==> src/rtl/poly_horner_pkg.sv <==
// Shared types, limits and the saturation helper for the Horner polynomial evaluator.
package poly_horner_pkg;

  localparam int C_MAX_ORDER = 15;
  localparam int C_ADDR_W    = 4;
  // Working width of the clamp helper; wide enough for any legal product plus carry.
  localparam int C_SAT_W     = 128;

  typedef enum logic [1:0] {
    SM_IDLE   = 2'd0,
    SM_MAC    = 2'd1,
    SM_OUTPUT = 2'd2
  } state_t;

  // Clamp a sign-extended value into the signed range of a width-bit word.
  function automatic logic signed [C_SAT_W-1:0] sat_clamp(
    input logic signed [C_SAT_W-1:0] value,
    input int unsigned               width
  );
    logic signed [C_SAT_W-1:0] max_v;
    logic signed [C_SAT_W-1:0] min_v;
    max_v = (C_SAT_W'(1) <<< (width - 1)) - C_SAT_W'(1);
    min_v = -max_v - C_SAT_W'(1);
    if (value > max_v)      return max_v;
    else if (value < min_v) return min_v;
    else                    return value;
  endfunction

endpackage

==> src/rtl/poly_horner_eval_if.sv <==
// Sample-in / result-out streams plus the coefficient load port of poly_horner_eval.
interface poly_horner_eval_if
  import poly_horner_pkg::*;
#(
  parameter int G_DWIDTH = 24,
  parameter int G_CWIDTH = 32
);

  logic                       coef_wr_en;
  logic [C_ADDR_W-1:0]        coef_wr_addr;
  logic signed [G_CWIDTH-1:0] coef_wr_data;
  logic                       coef_wr_ready;

  logic signed [G_DWIDTH-1:0] din;
  logic                       din_valid;
  logic                       din_ready;

  logic signed [G_CWIDTH-1:0] dout;
  logic                       dout_valid;
  logic                       dout_ready;

  modport master (
    output coef_wr_en, coef_wr_addr, coef_wr_data, din, din_valid, dout_ready,
    input  coef_wr_ready, din_ready, dout, dout_valid
  );

  modport slave (
    input  coef_wr_en, coef_wr_addr, coef_wr_data, din, din_valid, dout_ready,
    output coef_wr_ready, din_ready, dout, dout_valid
  );

endinterface

==> src/rtl/poly_horner_mac.sv <==
// One Horner step: sat((acc * x) >>> (G_DWIDTH-1) + coef), purely combinational.
// Define POLY_HORNER_ROUND_EN to round half up before the shift instead of flooring.
module poly_horner_mac
  import poly_horner_pkg::*;
#(
  parameter int G_DWIDTH = 24,
  parameter int G_CWIDTH = 32
) (
  input  logic signed [G_CWIDTH-1:0] acc,
  input  logic signed [G_DWIDTH-1:0] x,
  input  logic signed [G_CWIDTH-1:0] coef,
  output logic signed [G_CWIDTH-1:0] result
);

  localparam int PW = G_CWIDTH + G_DWIDTH;

`ifdef POLY_HORNER_ROUND_EN
  localparam logic signed [PW:0] ROUND_BIAS = (PW+1)'(1) <<< (G_DWIDTH - 2);
`else
  localparam logic signed [PW:0] ROUND_BIAS = '0;
`endif

  logic signed [PW-1:0] prod;
  logic signed [PW:0]   prod_adj;
  logic signed [PW:0]   shifted;
  logic signed [PW:0]   sum;

  // NOTE: combinational logic uses blocking '=' so each line sees the value computed just above it.
  always_comb begin
    prod     = PW'(acc) * PW'(x);
    prod_adj = (PW+1)'(prod) + ROUND_BIAS;
    shifted  = prod_adj >>> (G_DWIDTH - 1);
    sum      = shifted + (PW+1)'(coef);
    result   = G_CWIDTH'(sat_clamp(C_SAT_W'(sum), G_CWIDTH));
  end

endmodule

==> src/rtl/poly_horner_eval.sv <==
// Horner-iteration polynomial evaluator with a writable coefficient bank and one shared MAC.
// Optional build macro POLY_HORNER_ROUND_EN selects round-half-up in the MAC step.
module poly_horner_eval
  import poly_horner_pkg::*;
#(
  parameter int G_POLY_ORDER = 5,
  parameter int G_DWIDTH     = 24,
  parameter int G_CWIDTH     = 32,
  parameter int G_CFRAC      = 16
) (
  input logic              clk,
  input logic              reset,
  input logic              enable,
  poly_horner_eval_if.slave bus
);

  if (G_POLY_ORDER > C_MAX_ORDER || G_CFRAC >= G_CWIDTH) begin : g_param_check
    $error("poly_horner_eval: illegal parameter combination");
  end

  localparam logic [C_ADDR_W-1:0] ADDR_N  = C_ADDR_W'(G_POLY_ORDER);
  localparam logic [C_ADDR_W-1:0] K_START =
    (G_POLY_ORDER > 0) ? C_ADDR_W'(G_POLY_ORDER - 1) : '0;

  state_t                     state;
  logic signed [G_CWIDTH-1:0] acc;
  logic signed [G_DWIDTH-1:0] x_reg;
  logic [C_ADDR_W-1:0]        k;
  logic signed [G_CWIDTH-1:0] coef [0:G_POLY_ORDER];

  logic                       active;
  logic                       in_idle;
  logic                       wr_hit;
  logic signed [G_CWIDTH-1:0] coef_k;
  logic signed [G_CWIDTH-1:0] coef_top;
  logic signed [G_CWIDTH-1:0] mac_result;

  // Outputs are gated by reset/enable so they are low in the very cycle either is applied.
  assign active            = enable && !reset;
  assign in_idle           = active && (state == SM_IDLE);
  assign bus.din_ready     = in_idle;
  assign bus.coef_wr_ready = in_idle;
  assign bus.dout_valid    = active && (state == SM_OUTPUT);
  assign bus.dout          = bus.dout_valid ? acc : '0;

  assign wr_hit = in_idle && bus.coef_wr_en && (bus.coef_wr_addr <= ADDR_N);

  // NOTE: every always_comb output gets a default first, otherwise an unmatched path infers a latch.
  always_comb begin
    coef_k = '0;
    for (int i = 0; i <= G_POLY_ORDER; i++) begin
      if (k == C_ADDR_W'(i)) coef_k = coef[i];
    end
  end

  // A write landing in the accepting cycle must already be visible to this evaluation.
  assign coef_top = (wr_hit && bus.coef_wr_addr == ADDR_N) ? bus.coef_wr_data
                                                             : coef[G_POLY_ORDER];

  poly_horner_mac #(
    .G_DWIDTH (G_DWIDTH),
    .G_CWIDTH (G_CWIDTH)
  ) u_mac (
    .acc    (acc),
    .x      (x_reg),
    .coef   (coef_k),
    .result (mac_result)
  );

  // NOTE: the coefficient bank is a register file with an explicit reset; enable=0 must keep it, so
  // it lives in its own block keyed on reset only.
  always_ff @(posedge clk) begin
    if (reset) begin
      for (int i = 0; i <= G_POLY_ORDER; i++) coef[i] <= '0;
    end else if (wr_hit) begin
      for (int i = 0; i <= G_POLY_ORDER; i++) begin
        if (bus.coef_wr_addr == C_ADDR_W'(i)) coef[i] <= bus.coef_wr_data;
      end
    end
  end

  // NOTE: sequential state is updated with non-blocking '<=' so all registers switch together.
  always_ff @(posedge clk) begin
    if (reset || !enable) begin
      state <= SM_IDLE;
      acc   <= '0;
      x_reg <= '0;
      k     <= '0;
    end else begin
      case (state)
        SM_IDLE: begin
          if (bus.din_valid) begin
            x_reg <= bus.din;
            acc   <= coef_top;
            k     <= K_START;
            state <= (G_POLY_ORDER == 0) ? SM_OUTPUT : SM_MAC;
          end
        end
        SM_MAC: begin
          acc <= mac_result;
          if (k == '0) state <= SM_OUTPUT;
          else         k     <= k - 1'b1;
        end
        SM_OUTPUT: begin
          if (bus.dout_ready) state <= SM_IDLE;
        end
        default: state <= SM_IDLE;
      endcase
    end
  end

endmodule

==> src/flat_wrapper.sv <==
// flat-port wrapper written by rule: the top's interface ports become plain ports
module poly_horner_eval_flat import poly_horner_pkg::*;
#(
  parameter int G_POLY_ORDER = 5,
  parameter int G_DWIDTH     = 24,
  parameter int G_CWIDTH     = 32,
  parameter int G_CFRAC      = 16
)
  (clk, reset, enable, bus_coef_wr_en, bus_coef_wr_addr, bus_coef_wr_data, bus_din, bus_din_valid, bus_dout_ready, bus_coef_wr_ready, bus_din_ready, bus_dout, bus_dout_valid);
  poly_horner_eval_if #(.G_DWIDTH(G_DWIDTH), .G_CWIDTH(G_CWIDTH)) bus_i ();
  input logic clk;
  input logic reset;
  input logic enable;
  input wire logic [$bits(bus_i.coef_wr_en)-1:0] bus_coef_wr_en;
  input wire logic [$bits(bus_i.coef_wr_addr)-1:0] bus_coef_wr_addr;
  input wire logic [$bits(bus_i.coef_wr_data)-1:0] bus_coef_wr_data;
  input wire logic [$bits(bus_i.din)-1:0] bus_din;
  input wire logic [$bits(bus_i.din_valid)-1:0] bus_din_valid;
  input wire logic [$bits(bus_i.dout_ready)-1:0] bus_dout_ready;
  output wire logic [$bits(bus_i.coef_wr_ready)-1:0] bus_coef_wr_ready;
  output wire logic [$bits(bus_i.din_ready)-1:0] bus_din_ready;
  output wire logic [$bits(bus_i.dout)-1:0] bus_dout;
  output wire logic [$bits(bus_i.dout_valid)-1:0] bus_dout_valid;
  assign bus_i.coef_wr_en = bus_coef_wr_en;
  assign bus_i.coef_wr_addr = bus_coef_wr_addr;
  assign bus_i.coef_wr_data = bus_coef_wr_data;
  assign bus_i.din = bus_din;
  assign bus_i.din_valid = bus_din_valid;
  assign bus_i.dout_ready = bus_dout_ready;
  assign bus_coef_wr_ready = bus_i.coef_wr_ready;
  assign bus_din_ready = bus_i.din_ready;
  assign bus_dout = bus_i.dout;
  assign bus_dout_valid = bus_i.dout_valid;
  poly_horner_eval #(.G_POLY_ORDER(G_POLY_ORDER), .G_DWIDTH(G_DWIDTH), .G_CWIDTH(G_CWIDTH), .G_CFRAC(G_CFRAC)) u_core (.clk(clk), .reset(reset), .enable(enable), .bus(bus_i));
endmodule
==> config.mk <==
export PLATFORM = sky130hd
export DESIGN_NAME = poly_horner_eval_flat
export DESIGN_NICKNAME = d
export VERILOG_FILES = /design/src/rtl/poly_horner_pkg.sv /design/src/rtl/poly_horner_eval_if.sv /design/src/rtl/poly_horner_mac.sv /design/src/rtl/poly_horner_eval.sv /design/src/flat_wrapper.sv
export SDC_FILE = /design/constraint.sdc
export NUM_CORES = 2
export LEC_CHECK = 0
export CORE_MARGIN = 2
export CORE_UTILIZATION = 50
export DETAILED_ROUTE_END_ITERATION = 6
export GPL_ROUTABILITY_DRIVEN = 1
export PLACE_DENSITY = 0.69
export SLEW_MARGIN = 0
export SYNTH_ARGS = -nofsm -noshare
export SYNTH_HDL_FRONTEND = slang
export SYNTH_HIERARCHICAL = 1
export SYNTH_SLANG_ARGS = --single-unit
export TNS_END_PERCENT = 10
==> constraint.sdc <==
create_clock -name clk -period 9.1 [get_ports clk]
set_clock_uncertainty 0.05 [all_clocks]
set_input_delay 1.365 -clock clk [delete_from_list [all_inputs] [get_ports clk]]
set_output_delay 1.365 -clock clk [all_outputs]
set_load 0.01 [all_outputs]
== After elaboration in Yosys (flattened, before gate mapping) ==
Memories as Yosys holds them, arrays and structs flattened.
Cells that the tools add are included.

* Eq/ne operators: 16
* Bitwise operators: 6
* Add/subtract/negate cells: 2
* Reduce and logical (&&, ||, !) cells: 17
* $lt $le $gt $ge: 3
* Multiplexer cells: 51
* Multipliers: 1

{| class="wikitable"
|+ Operators by type and width
! kind !! number
|-
| 2-to-1 mux 32 bit || 17
|-
| case mux 32 bit (2 select lines) || 1
|-
| multiplier 32 x 24 -> 56 bit || 1
|-
| adder 33 x 32 -> 34 bit || 1
|-
| greater-than comparator 34 x 32 -> 1 bit, second input constant || 1
|-
| < comparator 34 x 32 -> 1 bit, second input constant || 1
|-
| 2-to-1 mux 1 bit || 26
|-
| == test 4 x 2 -> 1 bit, second input constant || 4
|-
| == test 4 x 3 -> 1 bit, second input constant || 4
|-
| == test 4 x 1 -> 1 bit, second input constant || 2
|-
| zero test 4 bit || 2
|-
| 2-to-1 mux 4 bit || 2
|-
| case mux 4 bit (2 select lines) || 1
|-
| logical AND 1 bit || 6
|-
| 2-to-1 mux 2 bit || 3
|-
| inequality test 2 bit, second input constant || 3
|-
| bitwise OR 1 bit || 6
|-
| case mux 2 bit (3 select lines) || 1
|-
| AND reduction 3 bit || 2
|-
| <= comparator 4 x 3 -> 1 bit, second input constant || 1
|-
| AND reduction 2 bit || 2
|-
| subtractor 4 x 1 -> 4 bit, second input constant || 1
|-
| == test 2 x 1 -> 1 bit, second input constant || 1
|-
| == test 2 bit, second input constant || 1
|-
| 5 further kinds || 6
|}

* Logic and storage cells: 101
* Output and inout bits: 35
* Memories kept: 1
* Bits in registers: 62
* RAM bits: 192
* Input port bits: 66

{| class="wikitable"
|+ Memories
! name !! depth !! bits a word !! read ports !! clocked after memory_dff !! write ports !! line !! RTL
|-
| u_core.coef || 6 || 32 || 6 || 0 || 6 || poly_horner_eval.sv:29 || <nowiki>logic signed [G_CWIDTH-1:0] coef [0:G_POLY_ORDER];</nowiki>
|}

== Depth between registers and ports, before layout ==
* Depth in word-level cells: 12
* Mapped depth: 42
* Depth with buffers taken out: 40

== Cells and area by module ==
The synthesis kept the hierarchy.

{| class="wikitable"
|+ Modules (own cells, without submodules)
! module !! instances !! area each (µm²) !! cells an instance
|-
| poly_horner_mac || 1 || 28,708.8 || 3,200
|-
| poly_horner_eval || 1 || 11,666.2 || 1,032
|}

== Worst setup path before layout ==
OpenSTA, ideal clock, no wires.

* Kind: register to register
* Start point: register u_core.acc[31]
* End point: register u_core.acc[30]
* Path buffers: 3
* Slack: 9 ps
* Required time: 8,992 ps
* Arrival: 8,983 ps
* Cell stages (with the launch flop): 37
* Clock period less this slack: 9,091 ps
* Cells stage by stage: dfxtp_1 -> clkbuf_1 -> nand2_1 -> inv_1 -> fa_1 -> fa_1 -> inv_1 -> fa_1 -> inv_1 -> fa_1 -> fa_1 -> fa_1 -> fa_1 -> ha_1 -> clkbuf_1 -> a21o_1 -> a21o_1 -> a21oi_1 -> o22a_1 -> o31ai_1 -> a211o_1 -> a21oi_1 -> xnor2_1 -> ha_1 -> a21o_1 -> a21o_1 -> a21o_1 -> a211oi_2 -> nand2_1 -> o21ai_2 -> mux2i_2 -> a21oi_4 -> buf_6 -> o31ai_2 -> nor2_1 -> a311oi_1 -> a21o_1

* Cells in the longest elaborated chain, start to end: 6
* Elaborated cells between the ends (all ways): 7
* Those cells by class: add/sub (1); mul (1); order compare (2); mux (3)

{| class="wikitable"
|+ Ends and longest elaborated chain
! element !! line !! RTL
|-
| start, declared || poly_horner_eval.sv:26 || <nowiki>logic signed [G_CWIDTH-1:0] acc;</nowiki>
|-
| start signal, assigned || poly_horner_eval.sv:94 || <nowiki>acc <= coef_top;</nowiki>
|-
| start signal, assigned || poly_horner_eval.sv:100 || <nowiki>acc <= mac_result;</nowiki>
|-
| multiplier 32 x 24 -> 56 bit (*) || poly_horner_mac.sv:30 || <nowiki>prod = PW'(acc) * PW'(x);</nowiki>
|-
| adder 33 x 32 -> 34 bit (*) || poly_horner_mac.sv:33 || <nowiki>sum = shifted + (PW+1)'(coef);</nowiki>
|-
| < comparator 34 x 32 -> 1 bit || poly_horner_pkg.sv:25 || <nowiki>else if (value < min_v) return min_v;</nowiki>
|-
| 2-to-1 mux 32 bit || poly_horner_pkg.sv:25 ||
|-
| 2-to-1 mux 32 bit (*) || poly_horner_pkg.sv:24 || <nowiki>if (value > max_v) return max_v;</nowiki>
|-
| net u_core.mac_result[30] || poly_horner_eval.sv:36 || <nowiki>logic signed [G_CWIDTH-1:0] mac_result;</nowiki>
|-
| case mux 32 bit (2 select lines) (*) || poly_horner_eval.sv:90 || <nowiki>case (state)</nowiki>
|}

Mark *: on every way through the listed nets, which the timed path passes. The rest lies on a longest branch.
A chain may end at the register's enable or synchronous reset.

== Worst setup path in the final report ==
* Start point: register u_core.acc[11]
* End point: register u_core.acc[3]

The elaborated chain is that of the path after synthesis.

==> run_results.csv <==
group,metric,value,unit
floorplan,die_w,288,um
route,routed-wl-met2,57.0,mm
logic_synthesis,yosys_warnings,6,
status,status,"complete, but fails checks",
cells_and_area,layout_commonest_cell,"inv_1",
min_path,hold_path.class,"register to register",
setup_path,end_kind,"register",
route,drc,0,
floorplan,placeableCoreArea,80300,um2
power,p_comb_frac,0.378,
floorplan,ios,101,
setup_path,worstPathMaxFanout,11,
power,power_frac_clock,0.284,
cells_and_area,ff_latch_area,7110,um2
route,drt_iter0_drc,2501,
cells_and_area,areaGrowthSynthToFinish,19.7,%
global_route,gr-usage-all-layers,0.294,
logic_synthesis,ys_ff_latch,254,
floorplan,die_y,288,um
power,p_int,2.55,mW
power,power.total,3.91,mW
placed_design,place.gp.congestion,0.895,
setup_path,path_class,"register to register",
sta,slew_headroom,0.232,
clocking,htree_num_levels,1,
placed_design,dp_hpwl,90.5,mm
clocking,worst_setup_hold_path_clk_slew,0.06,ns
global_route,grt_pass1_wl,189,mm
sta,fin_crit,9.41,ns
logic_synthesis,synth_edf_count,192,
cells_and_area,final_cell_area,48300,um2
placed_design,port_buffers,100,
setup_path,critPathRequiredTime,9.58,ns
sta,rsz0062_at_grt,"true",
power,powerDensity,80.9,nW/um2
clocking,clock_path_buffers,3,
setup_path,cp.arrival,9.88,ns
setup_path,cp-start-kind,"register",
route,drt-met1-wl,49.1,mm
sta,max_freq,0.106,GHz
cells_and_area,largest_reg_flops,192,
power,p_leak,22.8,nW
logic_synthesis,ys_async_sr_fraction,0,
logic_synthesis,syn_area,40400,um2
run,drv_cap,0,
power,seq_power_share,0.337,
route,ant_nets,0,
cells_and_area,layout-drive-gt1-share,0.171,
route,wl_met3,9.83,mm
setup_path,cp_slowest_stage_delay,0.62,ns
sta,worst_slack,-0.307,ns
status,failed_checks,"setup timing",
clocking,cts_tree,"done",
placed_design,placed_area,45800,um2
cells_and_area,multi_input_area,30000,um2
clocking,clock-sinks,254,
route,dr.pass1.iters,6,
cells_and_area,mostFrequentLayoutCells,"815 x inv_1, 765 x fa_1, 530 x nand2_1, 479 x and2_1, 417 x buf_4",
sta,tightest_slew,1.15,ns
sta,finalHoldViolCount,0,
floorplan,dieArea,83000,um2
setup_path,slowest_stage,"fa_1",
sta,period_share,1.03,
clocking,ctsHoldBuffers,0,
sta,finalSetupViolCount,31,
route,routed_wl,119,mm
route,viasPerCell,5.50,
setup_path,ff2ff_path_depth,41,
power,p_sw,1.36,mW
floorplan,rows,104,
route,num_vias,31300,
power,p_sw_frac,0.347,
power,vdd_ir_drop_max,0.000145,V
clocking,numCtsBuffers,27,
floorplan,initial_core_util,0.503,
logic_synthesis,synth_seq_area_share,0.174,
logic_synthesis,netlist_instances,4232,
logic_synthesis,avgSynthCellArea,9.54,um2
route,wl_per_cell,20.9,um
logic_synthesis,synth_cell_types,82,
route,top_layer,"met4",
global_route,grt_pass1_vias,33500,
global_route,antenna_found_initial,4,
logic_synthesis,syn_nets,5266,
sta,slew_violations,0,
global_route,grt_max_degree,67,
global_route,overflow,0,
cells_and_area,fillers,6710,
clocking,clock_latency,0.59,ns
clocking,cts_root_buffer,"clkbuf_16",
logic_synthesis,ys.flop_type,"edfxtp_1",
cells_and_area,fin_nets,5649,
cells_and_area,antenna_cells,0,
min_path,whs_path_depth,1,
## cells in the mapped netlist (34+ instances only)
master / instances / area share
o211ai_1: 35 / 0.0065
and2_1: 487 / 0.075
a311oi_1: 35 / 0.0076
ha_1: 185 / 0.057
nand2_1: 539 / 0.050
edfxtp_1: 192 / 0.14
fa_1: 783 / 0.39
a21o_1: 73 / 0.014
nand4_1: 51 / 0.0079
nor2_1: 93 / 0.0086
xnor2_1: 41 / 0.0089
xor2_1: 34 / 0.0074
o21ai_0: 42 / 0.0052
dfxtp_1: 62 / 0.031
a21oi_1: 107 / 0.013
o31ai_1: 39 / 0.0073
clkbuf_1: 223 / 0.021
and3_1: 36 / 0.0056
inv_1: 826 / 0.077
a31oi_1: 39 / 0.0060
## critical path: cells and delay by family (launching register included)
kind                     cells  cell delay [ns]
buffers and inverters       13             1.67
XOR/XNOR                     1             0.12
AND/OR/NAND/NOR              7             1.06
AO/OA/AOI/OAI               11             1.79
adder cells (fa/ha/maj)      9             4.24
flip-flops                   1             0.36
## cell type report
type,instances,share of cell area
Clock inverter,12,0.00236
Sequential cell,254,0.147
Tap cell,1060,0.0274
Multi-Input combinational cell,2895,0.621
Inverter,826,0.0641
Clock buffer,38,0.0152
Timing Repair Buffer,611,0.123
## kinds of logic after synthesis
family,synth area share
compound gates,0.0949
xor+xnor,0.0167
fa+ha+maj,0.446
buf+inv,0.103
flops,0.174
mux,0.000589
simple gates,0.165
## power groups by stage
stage                     Sequential, mW  Combinational [mW]  Clock, mW
final                               1.32                1.48       1.11
after global routing                1.32                1.58       1.17
after floorplan                     1.33               0.713          0
after global placement              1.34                1.25          0
after CTS                           1.32                1.43       1.12
after detailed placement            1.34                1.25          0
## stage by stage
step | hold slack (ns) | util | setup slack (ns) | TNS, ns | cells
4_1_cts | 0.440 | 0.598 | -0.211 | -5.52 | 5686
3_3_place_gp | 0.430 | 0.570 | -1.04 | -26.41 | 5577
5_1_grt | 0.454 | 0.602 | -0.668 | -18.49 | 5696
2_1_floorplan | 0.421 | - | 0.00940 | 0 | 4232
6_report | 0.438 | 0.602 | -0.307 | -7.68 | 5696
3_5_place_dp | 0.433 | 0.570 | -1.13 | -27.60 | 5577
## worst paths after layout
path	startpoint	end	slack [ns]
worst max register to register	u_core/acc[11]$_SDFFE_PP0P_	u_core/acc[3]$_SDFFE_PP0P_	-0.31
worst min-delay path	u_core/acc[7]$_SDFFE_PP0P_	u_core/acc[7]$_SDFFE_PP0P_	0.44
worst max-delay path	u_core/acc[11]$_SDFFE_PP0P_	u_core/acc[3]$_SDFFE_PP0P_	-0.31
worst min register to register	u_core/acc[7]$_SDFFE_PP0P_	u_core/acc[7]$_SDFFE_PP0P_	0.44
## routing by layer
metal	up-vias	GRT usage
met5	-	0
li1	14000	-
met2	1272	0.488
met4	0	0.0718
met3	197	0.0501
met1	15900	0.406
## what timing repair did
item                       in CTS  in global routing
gates resized for setup       198                 60
gates cloned                    9                  3
setup endpoints to repair      32                 32
buffers inserted               53                  8
pin swaps                     118                 28
Power figures use the tool's default switching activity.
